### src/rtl/regfile_wb_arbiter.sv
// Two-producer writeback arbiter in front of the register file's single write port.
// Each producer fills its own small FIFO; a round-robin grant drains one head per cycle.
module regfile_wb_arbiter #(
  parameter int DW    = 32,
  parameter int AW    = 5,
  parameter int DEPTH = 2,
  parameter int CW    = 16
) (
  input  logic          clk,
  input  logic          rst_n,
  input  logic          a_valid,
  output logic          a_ready,
  input  logic [AW-1:0] a_addr,
  input  logic [DW-1:0] a_data,
  input  logic          b_valid,
  output logic          b_ready,
  input  logic [AW-1:0] b_addr,
  input  logic [DW-1:0] b_data,
  input  logic          wb_hold,
  output logic          wena,
  output logic [AW-1:0] waddr,
  output logic [DW-1:0] wdata,
  output logic          busy,
  output logic [CW-1:0] contention_cnt
);

  localparam int EW   = AW + DW;
  localparam int PW   = $clog2(DEPTH);
  localparam int CNTW = $clog2(DEPTH + 1);
  localparam logic [CNTW-1:0] FULL = CNTW'(DEPTH);

  // Index 0 is port A, index 1 is port B.
  logic [1:0]    in_valid;
  logic [1:0]    in_ready;
  logic [1:0]    push;
  logic [1:0]    pop;
  logic [1:0]    nonempty;
  logic [EW-1:0] in_entry [2];
  logic [EW-1:0] head     [2];

  assign in_valid    = {b_valid, a_valid};
  assign in_entry[0] = {a_addr, a_data};
  assign in_entry[1] = {b_addr, b_data};
  assign a_ready     = in_ready[0];
  assign b_ready     = in_ready[1];

  genvar gi;
  generate
    for (gi = 0; gi < 2; gi++) begin : g_fifo
      logic [EW-1:0]   mem_q [DEPTH];
      logic [PW-1:0]   wr_ptr_q, wr_ptr_d;
      logic [PW-1:0]   rd_ptr_q, rd_ptr_d;
      logic [CNTW-1:0] count_q, count_d;

      // Ready depends on occupancy alone, so a full FIFO refuses even while being popped.
      assign in_ready[gi] = (count_q != FULL);
      assign push[gi]     = in_valid[gi] & in_ready[gi];
      assign nonempty[gi] = (count_q != '0);
      assign head[gi]     = mem_q[rd_ptr_q];

      always_comb begin
        wr_ptr_d = wr_ptr_q;
        rd_ptr_d = rd_ptr_q;
        count_d  = count_q;
        if (push[gi]) wr_ptr_d = wr_ptr_q + 1'b1;
        if (pop[gi])  rd_ptr_d = rd_ptr_q + 1'b1;
        case ({push[gi], pop[gi]})
          2'b10:   count_d = count_q + 1'b1;
          2'b01:   count_d = count_q - 1'b1;
          default: count_d = count_q;
        endcase
      end

      always_ff @(posedge clk or negedge rst_n) begin
        if (!rst_n) begin
          wr_ptr_q <= '0;
          rd_ptr_q <= '0;
          count_q  <= '0;
        end else begin
          wr_ptr_q <= wr_ptr_d;
          rd_ptr_q <= rd_ptr_d;
          count_q  <= count_d;
        end
      end

      always_ff @(posedge clk) begin
        if (push[gi]) mem_q[wr_ptr_q] <= in_entry[gi];
      end
    end
  endgenerate

  // last_b_q set means B was granted most recently, so A wins the next tie.
  logic          last_b_q, last_b_d;
  logic          wena_q, wena_d;
  logic [AW-1:0] waddr_q, waddr_d;
  logic [DW-1:0] wdata_q, wdata_d;
  logic [CW-1:0] cnt_q, cnt_d;

  always_comb begin
    pop      = 2'b00;
    last_b_d = last_b_q;
    if (!wb_hold) begin
      if (nonempty[0] && (!nonempty[1] || last_b_q)) pop[0] = 1'b1;
      else if (nonempty[1])                          pop[1] = 1'b1;
    end
    if (pop[0]) last_b_d = 1'b0;
    if (pop[1]) last_b_d = 1'b1;
  end

  always_comb begin
    wena_d  = |pop;
    waddr_d = waddr_q;
    wdata_d = wdata_q;
    if (pop[1]) begin
      waddr_d = head[1][EW-1:DW];
      wdata_d = head[1][DW-1:0];
    end else if (pop[0]) begin
      waddr_d = head[0][EW-1:DW];
      wdata_d = head[0][DW-1:0];
    end
    cnt_d = cnt_q;
    if (!wb_hold && (&nonempty) && (cnt_q != '1)) cnt_d = cnt_q + 1'b1;
  end

  always_ff @(posedge clk or negedge rst_n) begin
    if (!rst_n) begin
      last_b_q <= 1'b1;
      wena_q   <= 1'b0;
      waddr_q  <= '0;
      wdata_q  <= '0;
      cnt_q    <= '0;
    end else begin
      last_b_q <= last_b_d;
      wena_q   <= wena_d;
      waddr_q  <= waddr_d;
      wdata_q  <= wdata_d;
      cnt_q    <= cnt_d;
    end
  end

  assign wena           = wena_q;
  assign waddr          = waddr_q;
  assign wdata          = wdata_q;
  assign contention_cnt = cnt_q;
  assign busy           = (|nonempty) | wena_q;

endmodule

### config.mk
export PLATFORM = sky130hd
export DESIGN_NAME = regfile_wb_arbiter
export DESIGN_NICKNAME = d
export VERILOG_FILES = /design/src/rtl/regfile_wb_arbiter.sv
export SDC_FILE = /design/constraint.sdc
export NUM_CORES = 1
export LEC_CHECK = 0
export ABC_CLOCK_PERIOD_IN_PS = 5710
export CORE_UTILIZATION = 28
export CTS_CLUSTER_SIZE = 28
export DETAILED_ROUTE_END_ITERATION = 7
export PLACE_DENSITY = 0.5
export SYNTH_ARGS = -nofsm -noshare
export SYNTH_HDL_FRONTEND = slang
export SYNTH_SLANG_ARGS = --single-unit
### constraint.sdc
create_clock -name clk -period 5.71 [get_ports clk]
set_input_delay 1.142 -clock clk [delete_from_list [all_inputs] [get_ports clk]]
set_output_delay 1.142 -clock clk [all_outputs]
set_load 0.1 [all_outputs]
# == Word-level counts from Yosys, hierarchy flattened ==
# Memory sizes are Yosys's and may differ from the RTL's.
# Cells that the tools add are included.
# W data, S select, Z words.
# classes
n_eq_ne,7
add_sub_neg,9
bitwise,3
mux,16
reduce_logical,14
# op_table
operator,count
$mux W32,2
$add A16 B1 Y16 const B,1
$ne A16 B16 Y1 const B,1
$mux W5,2
$reduce_bool A2 Y1,5
$mux W1,9
$pmux W2 S2,2
$add A1 B1 Y1 const B,4
$add A2 B1 Y2 const B,2
$eq A2 B1 Y1 const B,2
$eq A2 B2 Y1 const B,2
$ne A2 B2 Y1 const B,2
$reduce_or A2 Y1,2
$sub A2 B1 Y2 const B,2
$logic_and A1 B1 Y1,3
$and A1 B1 Y1,2
$logic_not A1 Y1,2
$mux W2,1
$reduce_and A2 Y1,1
$logic_or A1 B1 Y1,1
$or A1 B1 Y1,1
# totals
inputBits,79
output_inout_bits,57
memories,2
reg_bits,63
ramBits,148
wordCells,62
# mem_list
memory,depth,word_bits,read_ports,rd_ports_with_merged_regs,write_ports,line_no,text
g_fifo[0].mem_q,2,37,1,0,1,50,logic [EW-1:0] mem_q [DEPTH];
g_fifo[1].mem_q,2,37,1,0,1,50,

# == Depth between registers and ports, before layout ==
# Gate-level depths: netlist of run 1.
# depth
depth_word,8
mapped_depth,9

# == Least setup slack after synthesis of run 1 ==
# No wires, ideal clock.
# synth_path
path_type,flip-flop to flip-flop
start,reg g_fifo[1].count_q[0]
end,mem g_fifo[1].mem_q[0][0] (netlist bit) (enable)
n_path_buf,1
setup_slack_ns,2.183
path_stages_with_launch,5
arrival_ns,3.096
cell_sequence,dfrtp_1 > buf_4 > nand2b_1 > nand2_1 > nor2_1
# synth_between
elab_chain_len,4
# synth_rtl
element,line_no,text
start: declaration,53,"logic [CNTW-1:0] count_q, count_d;"
start signal: assignment,82,count_q <= count_d;
$ne A2 B2 Y1,56,assign in_ready[gi] = (count_q != FULL);
via b_ready,16,"output logic b_ready,"
$and A1 B1 Y1,57,assign push[gi] = in_valid[gi] & in_ready[gi];
$mux W1,87,if (push[gi]) mem_q[wr_ptr_q] <= in_entry[gi];
$mux W1 (not written as such),87,
end: declaration,50,
# The timed path passes the listed nets, and every way through them passes these cells.

# == Worst setup path after layout of run 1 ==
# layout_path
start,reg g_fifo[1].count_q[0]
end,out b_ready
# layout_between
elab_chain_len,1
# layout_rtl
element,line_no
$ne A2 B2 Y1,56
end: declaration,16
# No other way between the ends.

==> qor.yml, run 1 <==
tritoncts: "done"
rows: 62
cp.arrival_ps: 2330
synth_top_area_share_pct: 53.9
clk-insertion-delay-late_ps: 510
multi_input_area_sq_mm: 0.00214
instances_no_fill: 1055
tns_ps: 0
place_inst: 1011
clk_path_buf_depth: 3
cpMaxStageDelayCell: "clkdlybuf4s50_1"
initial_core_util_pct: 28.6
syn_avg_cell_area_sq_um: 16.2
rsz0062_at_grt: "false"
critical_path.top_delay_family: "buffers and inverters"
ant_nets: 0
io-pin-count: 136
synth-seq-area-share_pct: 73.0
fmax_mhz: 288
final-setup-viol-count: 0
cp_cell_sequence: "nand2b_1, clkdlybuf4s50_1"
cts.sinks: 211
startpoint: "g_fifo[1].count_q[0]$_DFFE_PN0P_"
min_period_ps: 3470
drive_above_1_share_pct: 14.3
finalWorstSetupSlack_ps: 2240
detail_route.wl_per_cell_microns: 17.3
synthesis.instances: 509
drc_errors: 0
die_w_microns: 174
p_leak_nw: 4.05
area_growth_pct: 30.7
coreArea_sq_mm: 0.0289
wirelength_mm: 18.2
slew_headroom_pct: 26.7
port_buffers: 135
nets: 735
vias: 4549
ys_warn_count: 0
ys_ff_latch: 211
grt_max_degree: 77
synth_cell_types: 35
hold_viol_final: 0
grt_pass1_wl_mm: 28.5
die_area_sq_mm: 0.0301
die_y_microns: 174
cts.reportedPaths.clkPinSlew_ps: 50
status: "finished, final reports clean"
slowest_delay_ps: 1150
rrSetupSlack_ps: 3340
root_buffer: "clkbuf_16"
fin_util_pct: 37.3
overflow: 0
finClkSkew_ps: 10.3
fillers: 2737
via_per_inst: 4.31
drtIter0Drc: 210
synth_area_sq_mm: 0.00825
vdd_drop_max_mv: 0.277
fin_crit_sh_pct: 60.8
cp_max_fo: 6
cts_resized: 0
drtPass1Iterations: 4
max_cap_violations: 0
cts.htree.levels: 1
regToRegEndpoint: "g_fifo[1].count_q[1]$_DFFE_PN0P_"
worst_r2r_startpoint: "g_fifo[1].count_q[0]$_DFFE_PN0P_"
cts_buffers: 24
worst_slew_pin_slew_ps: 1100
dp_hpwl_mm: 11.1
worstHoldPathCells: 2
postCtsSetupRepairBufs: 0
cp-end-kind: "output port"
crit_type: "register to output port"
diodes: 0
syn-num-nets: 591
place.gp.congestion: 0.775
powerDensity_mw_per_mm2: 601
regArea_sq_mm: 0.00602
synth_largest_area_cell: "edfxtp_1"
cts.hold.buffers_added: 0
synth.area.top_cells: "edfxtp_1 (54%), dfrtp_1 (19%), mux2i_1 (9.0%)"
antenna_found_initial: 0
finalMaxSlewViolations: 0
cp-start-kind: "register"
whs_endpoint: "last_b_q$_DFFE_PN1P_"
hold_path_class: "register to register"
placed_cell_area_sq_mm: 0.0100
post-place-ws_ps: 2100
crit_buf_inv: 1
holdCritStartpoint: "last_b_q$_DFFE_PN1P_"
fin_area_sq_mm: 0.0108
critPathRequiredTime_ps: 4570
grt_pass1_vias: 5062
grtUsageTotal_pct: 12.3
rr_worst_depth: 6
[cell usage after synthesis (all sizes together)]
| library cell | count |
|---|---|
| a211oi | 2 |
| xnor2 | 7 |
| o21ba | 1 |
| clkbuf | 10 |
| dfrtp | 62 |
| edfxtp | 148 |
| xor2 | 16 |
| nor3 | 4 |
| and3 | 2 |
| and4bb | 1 |
| o21bai | 1 |
| o21ai | 38 |
| a21oi | 2 |
| or2 | 1 |
| nand2 | 48 |
| buf | 12 |
| ha | 3 |
| nand3b | 1 |
| dfstp | 1 |
| nor4b | 5 |
| nor4 | 3 |
| nand3 | 8 |
| inv | 2 |
| mux2i | 74 |
| or4 | 1 |
| nand4 | 1 |
| mux2 | 40 |
| nand2b | 2 |
| nor2 | 11 |
| a21o | 2 |
[worst min-delay path, delay by kind of cell, from the launching register on]
kind	cells	cell delay (ps)
DFF	1	370
and+or+nand+nor	2	100
[layer usage]
metal | GRT usage, % | routed length [microns]
met1 | 15.8 | 8260
met2 | 21.0 | 8780
met3 | 2.72 | 916
met4 | 3.11 | 287
met5 | 0 | 0
[worst max-delay path by stage]
stage	endpoint	slack [ps]	depth (start not counted)
floorplan	g_fifo[1].mem_q[0][0]$_DFFE_PP_	2180	4
global placement	g_fifo[1].count_q[1]$_DFFE_PN0P_	2150	7
detailed placement	g_fifo[1].count_q[1]$_DFFE_PN0P_	2100	7
CTS	b_ready	2230	2
global route	busy	2160	3
finish	b_ready	2240	2
[layout by cell type (no fill, tap or decap), types with 2 or more instances in the layout]
master / synthesis / routed
nand3_1: 6 / 6
clkbuf_16: 0 / 25
nor2_1: 10 / 8
clkinv_1: 0 / 3
o21ai_0: 38 / 38
edfxtp_1: 148 / 148
a21o_2: 0 / 2
clkdlybuf4s50_1: 0 / 134
inv_1: 2 / 2
a21oi_1: 2 / 2
and3_2: 0 / 2
a211oi_1: 2 / 2
dfrtp_1: 62 / 60
clkbuf_1: 10 / 9
nor4b_2: 2 / 2
nor3_1: 4 / 4
nor4_1: 2 / 2
xnor2_1: 7 / 7
ha_1: 3 / 3
nand2_1: 48 / 48
nand3_2: 2 / 2
mux2i_1: 74 / 74
nand2b_1: 2 / 2
clkbuf_8: 0 / 4
xor2_1: 16 / 16
clkinv_2: 0 / 3
nor4b_1: 3 / 3
dfrtp_2: 0 / 2
nor2_4: 0 / 2
buf_4: 1 / 6
mux2_2: 40 / 40
[cell type report]
cell class | instances | share of cell area (%)
Timing Repair Buffer | 140 | 12.9
Clock inverter | 6 | 0.244
Sequential cell | 211 | 55.9
Multi-Input combinational cell | 274 | 19.8
Tap cell | 384 | 4.46
Clock buffer | 38 | 6.63
Inverter | 2 | 0.0697
[stage by stage]
stage	hold WS (ps)	total power, mW
2_1_floorplan	447	4.38
3_3_place_gp	463	5.08
3_5_place_dp	464	5.13
4_1_cts	474	6.59
5_1_grt	508	6.80
6_report	470	6.47
[logic make-up after synthesis]
family          synth area share (%)
flops                           73.0
mux                             14.4
simple gates                    5.34
compound gates                  3.00
buf+inv                         1.30
xor+xnor                        2.44
fa+ha+maj                      0.455
[power breakdown]
group	internal, mW	switching, mW	total [mW]	leakage [nW]
logic	0.791	1.86	2.65	1.53
registers	2.13	0.265	2.39	2.15
clock network	0.852	0.578	1.43	0.364
total	3.77	2.71	6.47	4.05
[registers in the layout (all words and copies together), names as in the netlist]
signal	flops
contention_cnt	16
g_fifo.wr_ptr_q	2
last_b_q	1
g_fifo.rd_ptr_q	2
waddr	5
wdata	32
g_fifo.count_q	4
wena	1
g_fifo.mem_q	148
Power figures use the tool's default switching activity.
==> run 2: changes to the inputs <==
- ABC_CLOCK_PERIOD_IN_PS: 5710 -> 3300
- clock period: 5.71 -> 3.3 ns (I/O delays scaled with it)
==> qor.yml, run 2 (same netlist as run 1, synthesis figures left out) <==
place_inst: 1017
largest_reg_flops: 148
cts.sinks: 211
swShare_pct: 41.9
area_growth_pct: 30.7
wirelength_mm: 18.9
p_int_mw: 6.65
drtPass1Iterations: 4
critPathRequiredTime_ps: 2640
rr_worst_depth: 5
clk-insertion-delay-late_ps: 520
final_common_cell: "edfxtp_1"
drc_errors: 0
final-setup-viol-count: 0
seqPwrFrac_pct: 35.9
grt_pass1_vias: 4964
root_buffer: "clkbuf_16"
fin_crit_sh_pct: 66.0
cts.hold.buffers_added: 0
cts_buffers: 25
switchingPower_mw: 4.79
grtUsageTotal_pct: 12.6
finalMaxSlewViolations: 0
instances_no_fill: 1063
crit_type: "register to output port"
die_area_sq_mm: 0.0301
post-place-ws_ps: 552
finalPower_mw: 11.4
coreArea_sq_mm: 0.0289
detail_route.wl_per_cell_microns: 17.8
cp_max_fo: 6
p_leak_nw: 4.19
rsz0062_at_grt: "false"
tritoncts: "done"
cts.reportedPaths.clkPinSlew_ps: 60
hold_viol_final: 0
fmax_mhz: 459
slew_headroom_pct: 39.9
via_per_inst: 4.37
fin_area_sq_mm: 0.0108
finalHoldWorstSlack_ps: 282
antenna_found_initial: 2
pwr-share-comb_pct: 40.4
postCtsSetupRepairBufs: 0
min_period_ps: 2180
grt_max_degree: 64
nets: 742
finalWorstSetupSlack_ps: 1120
powerDensity_mw_per_mm2: 1060
grt_pass1_wl_mm: 29.0
cp-end-kind: "output port"
clk_path_buf_depth: 3
port_buffers: 135
drtIter0Drc: 165
cp.arrival_ps: 1520
worst_slew_pin_slew_ps: 902
die_w_microns: 174
overflow: 0
io-pin-count: 136
status: "finished, final reports clean"
die_y_microns: 174
hold_path_class: "input port to asynchronous set/reset pin"
rows: 62
top_register: "g_fifo.mem_q"
vias: 4646
tns_ps: 0
vdd_drop_max_mv: 0.499
cp-start-kind: "register"
pwr-share-clk_pct: 23.7
place.gp.congestion: 0.793
placed_cell_area_sq_mm: 0.00996
dp_hpwl_mm: 11.9
initial_core_util_pct: 28.6
max_cap_violations: 0
drive_above_1_share_pct: 24.2
finClkSkew_ps: 16.6
fin_util_pct: 37.4
ant_nets: 0
cts_resized: 0
layout_common_cells: "edfxtp_1 (148), clkdlybuf4s50_1 (77), mux2i_1 (74), buf_4 (67), dfrtp_1 (60)"
cts.htree.levels: 1
## run 2: cell type report
type	instances	area, sq um
fill	2763	18100
sequential	211	6020
multi-input combinational	274	2140
timing repair buffer	146	1310
clock buffer	32	672
tap	384	480
clock inverter	13	144
inverter	2	7.51
antenna	1	2.50
## run 2: power by group through the flow
stage	clock, mW	sequential [mW]	combinational (mW)
3_5_place_dp	0	4.17	4.70
6_report	2.72	4.10	4.62
3_3_place_gp	0	4.14	4.66
4_1_cts	2.80	4.12	4.71
2_1_floorplan	0	5.89	1.68
5_1_grt	2.90	4.20	4.89
## run 2: routing by layer
metal	global-route usage [%]	part of all wire (%)	vias up
li1	-	-	2188
met1	16.7	45	2310
met2	20.8	47	114
met3	3.20	6.1	32
met4	2.85	1.5	2
met5	0	0.048	-
## run 2: critical path, cell delays in order (launching register included)
cell	delay, ps
dfrtp_1	450
nor2_1	220
nand3b_1	100
buf_4	240
## run 2: path summary, 6_finish.rpt
| check | start | to | slack (ps) |
|---|---|---|---|
| max | g_fifo[1].count_q[0]$_DFFE_PN0P_ | busy | 1120 |
| min | rst_n | waddr[0]$_DFFE_PN0P_ | 280 |
| max reg2reg | g_fifo[1].count_q[0]$_DFFE_PN0P_ | wdata[24]$_DFFE_PN0P_ | 1270 |
| min reg2reg | last_b_q$_DFFE_PN1P_ | last_b_q$_DFFE_PN1P_ | 470 |
| max in group asynchronous | rst_n | g_fifo[1].rd_ptr_q$_DFFE_PN0N_ | 2380 |
| min in group clk | last_b_q$_DFFE_PN1P_ | last_b_q$_DFFE_PN1P_ | 470 |
==> run 3: changes to the inputs <==
- ABC_CLOCK_PERIOD_IN_PS: 3300 -> 1900
- PLACE_DENSITY: 0.5 -> 0.52
- clock period: 3.3 -> 1.9 ns (I/O delays scaled with it)
==> qor.yml, run 3 (same netlist as run 1, synthesis figures left out) <==
pwr-share-comb_pct: 44.7
drtPass1Iterations: 4
initial_core_util_pct: 28.6
via_per_inst: 4.42
status: "finished, final reports clean"
vdd_drop_max_mv: 0.869
drc_errors: 0
grt_pass1_wl_mm: 29.0
p_leak_nw: 4.37
min_period_ps: 1830
switchingPower_mw: 8.43
grtUsageTotal_pct: 12.5
detail_route.wl_per_cell_microns: 17.4
area_growth_pct: 38.3
seqPwrFrac_pct: 35.1
crit_type: "register to output port"
p_int_mw: 12.0
cp-end-kind: "output port"
finClkSkew_ps: 15.0
coreArea_sq_mm: 0.0289
drive_above_1_share_pct: 29.0
finalHoldWorstSlack_ps: 417
die_y_microns: 174
ant_nets: 0
slew_headroom_pct: 61.0
regArea_sq_mm: 0.00606
max_cap_violations: 0
cp-start-kind: "register"
diodes: 0
grt_max_degree: 40
root_buffer: "clkbuf_16"
grt_pass1_vias: 5251
port_buffers: 135
fin_crit_sh_pct: 96.3
drtIter0Drc: 287
final-setup-viol-count: 0
worst_slew_pin_slew_ps: 585
rows: 62
cts_buffers: 23
swShare_pct: 41.2
overflow: 0
cp.arrival_ps: 1450
critPathRequiredTime_ps: 1520
vias: 4760
largest_reg_flops: 148
cp_max_fo: 6
cts.htree.levels: 1
layout_common_cells: "edfxtp_1 (148), clkdlybuf4s50_1 (77), mux2i_1 (74), nand2_1 (46)"
rsz0062_at_grt: "true"
die_w_microns: 174
tritoncts: "done"
fillers: 2691
final_common_cell: "edfxtp_1"
nets: 758
cts.reportedPaths.clkPinSlew_ps: 60
wirelength_mm: 18.7
pwr-share-clk_pct: 20.1
finalMaxSlewViolations: 0
multi_input_area_sq_mm: 0.00220
finalPower_mw: 20.4
clk_path_buf_depth: 3
clk-insertion-delay-late_ps: 510
cts.sinks: 211
antenna_found_initial: 0
place.gp.congestion: 0.850
fmax_mhz: 546
dp_hpwl_mm: 12.3
hold_path_class: "input port to asynchronous set/reset pin"
hold_viol_final: 0
die_area_sq_mm: 0.0301
io-pin-count: 136
top_register: "g_fifo.mem_q"
powerDensity_mw_per_mm2: 1790
==> run 3: cell types whose count changed in the layout (fill, tap and decap cells not counted), sizes merged <==
cell and delta:
buf +17, bufinv -2, clkinv +1, clkinvlp -3, diode -1, dlygate4sd3 +1
inv +1
==> run 3: final cells by class <==
| type | count | area share [%] |
|---|---|---|
| Tap cell | 384 | 4.21 |
| Multi-Input combinational cell | 274 | 19.3 |
| Inverter | 2 | 0.0658 |
| Clock buffer | 32 | 5.43 |
| Sequential cell | 211 | 53.2 |
| Timing Repair Buffer | 164 | 17.2 |
| Clock inverter | 10 | 0.636 |
==> run 3: timing repair <==
item | 4_1_cts | 5_1_grt
gates resized for setup | 3 | 4
pin swaps | 1 | 2
setup buffers | 0 | 1
endpoints found under the setup margin | 1 | 6
hold endpoints to repair | 36 | 0
hold buffers | 1 | 0
==> run 3: worst paths after layout <==
path | start | cells past startpoint | to | slack, ps
worst max-delay path | g_fifo[1].count_q[0]$_DFFE_PN0P_ | 3 | busy | 70
worst min-delay path | rst_n | 2 | waddr[0]$_DFFE_PN0P_ | 420
worst max register to register | g_fifo[0].count_q[0]$_DFFE_PN0P_ | 5 | wdata[18]$_DFFE_PN0P_ | 100
worst min register to register | last_b_q$_DFFE_PN1P_ | 2 | last_b_q$_DFFE_PN1P_ | 480
max in group asynchronous | rst_n | 3 | wdata[14]$_DFFE_PN0P_ | 870
min in group clk | a_addr[3] | 1 | g_fifo[0].mem_q[1][35]$_DFFE_PP_ | 450
==> run 3: through the flow <==
step           area (sq um)  setup slack [ps]  setup TNS (ps)  instances  utilization [%]
2_1_floorplan          8350              5.68               0        509                -
3_3_place_gp          10700              -280           -8730       1033             37.0
3_5_place_dp          10700              -296          -10130       1033             37.0
4_1_cts               11400              9.55               0       1076             39.5
5_1_grt               11400             -8.93           -8.93       1077             39.5
6_report              11400              69.9               0       1077             39.5
==> run 3: critical path: stages (launching register included) <==
cell and delay [ps]:
dfrtp_2 470, nor2_4 140, nand3b_1 140, buf_12 190
==> run 3: power groups by stage <==
stage               Clock [mW]  Combinational, mW  Sequential [mW]
floorplan                    0               2.98             10.3
global placement             0               9.13             7.21
detailed placement           0               9.25             7.27
CTS                       4.26               9.27             7.20
global route              4.44               9.63             7.32
finish                    4.12               9.14             7.18
==> run 3: metal layers <==
metal  up-vias  wire (microns)  global-route usage [%]
li1       2236               -                       -
met1      2384            8430                    15.9
met3        30             819                    2.46
met5         -               0                       0
met2       110            9080                    21.5
met4         0             383                    3.62
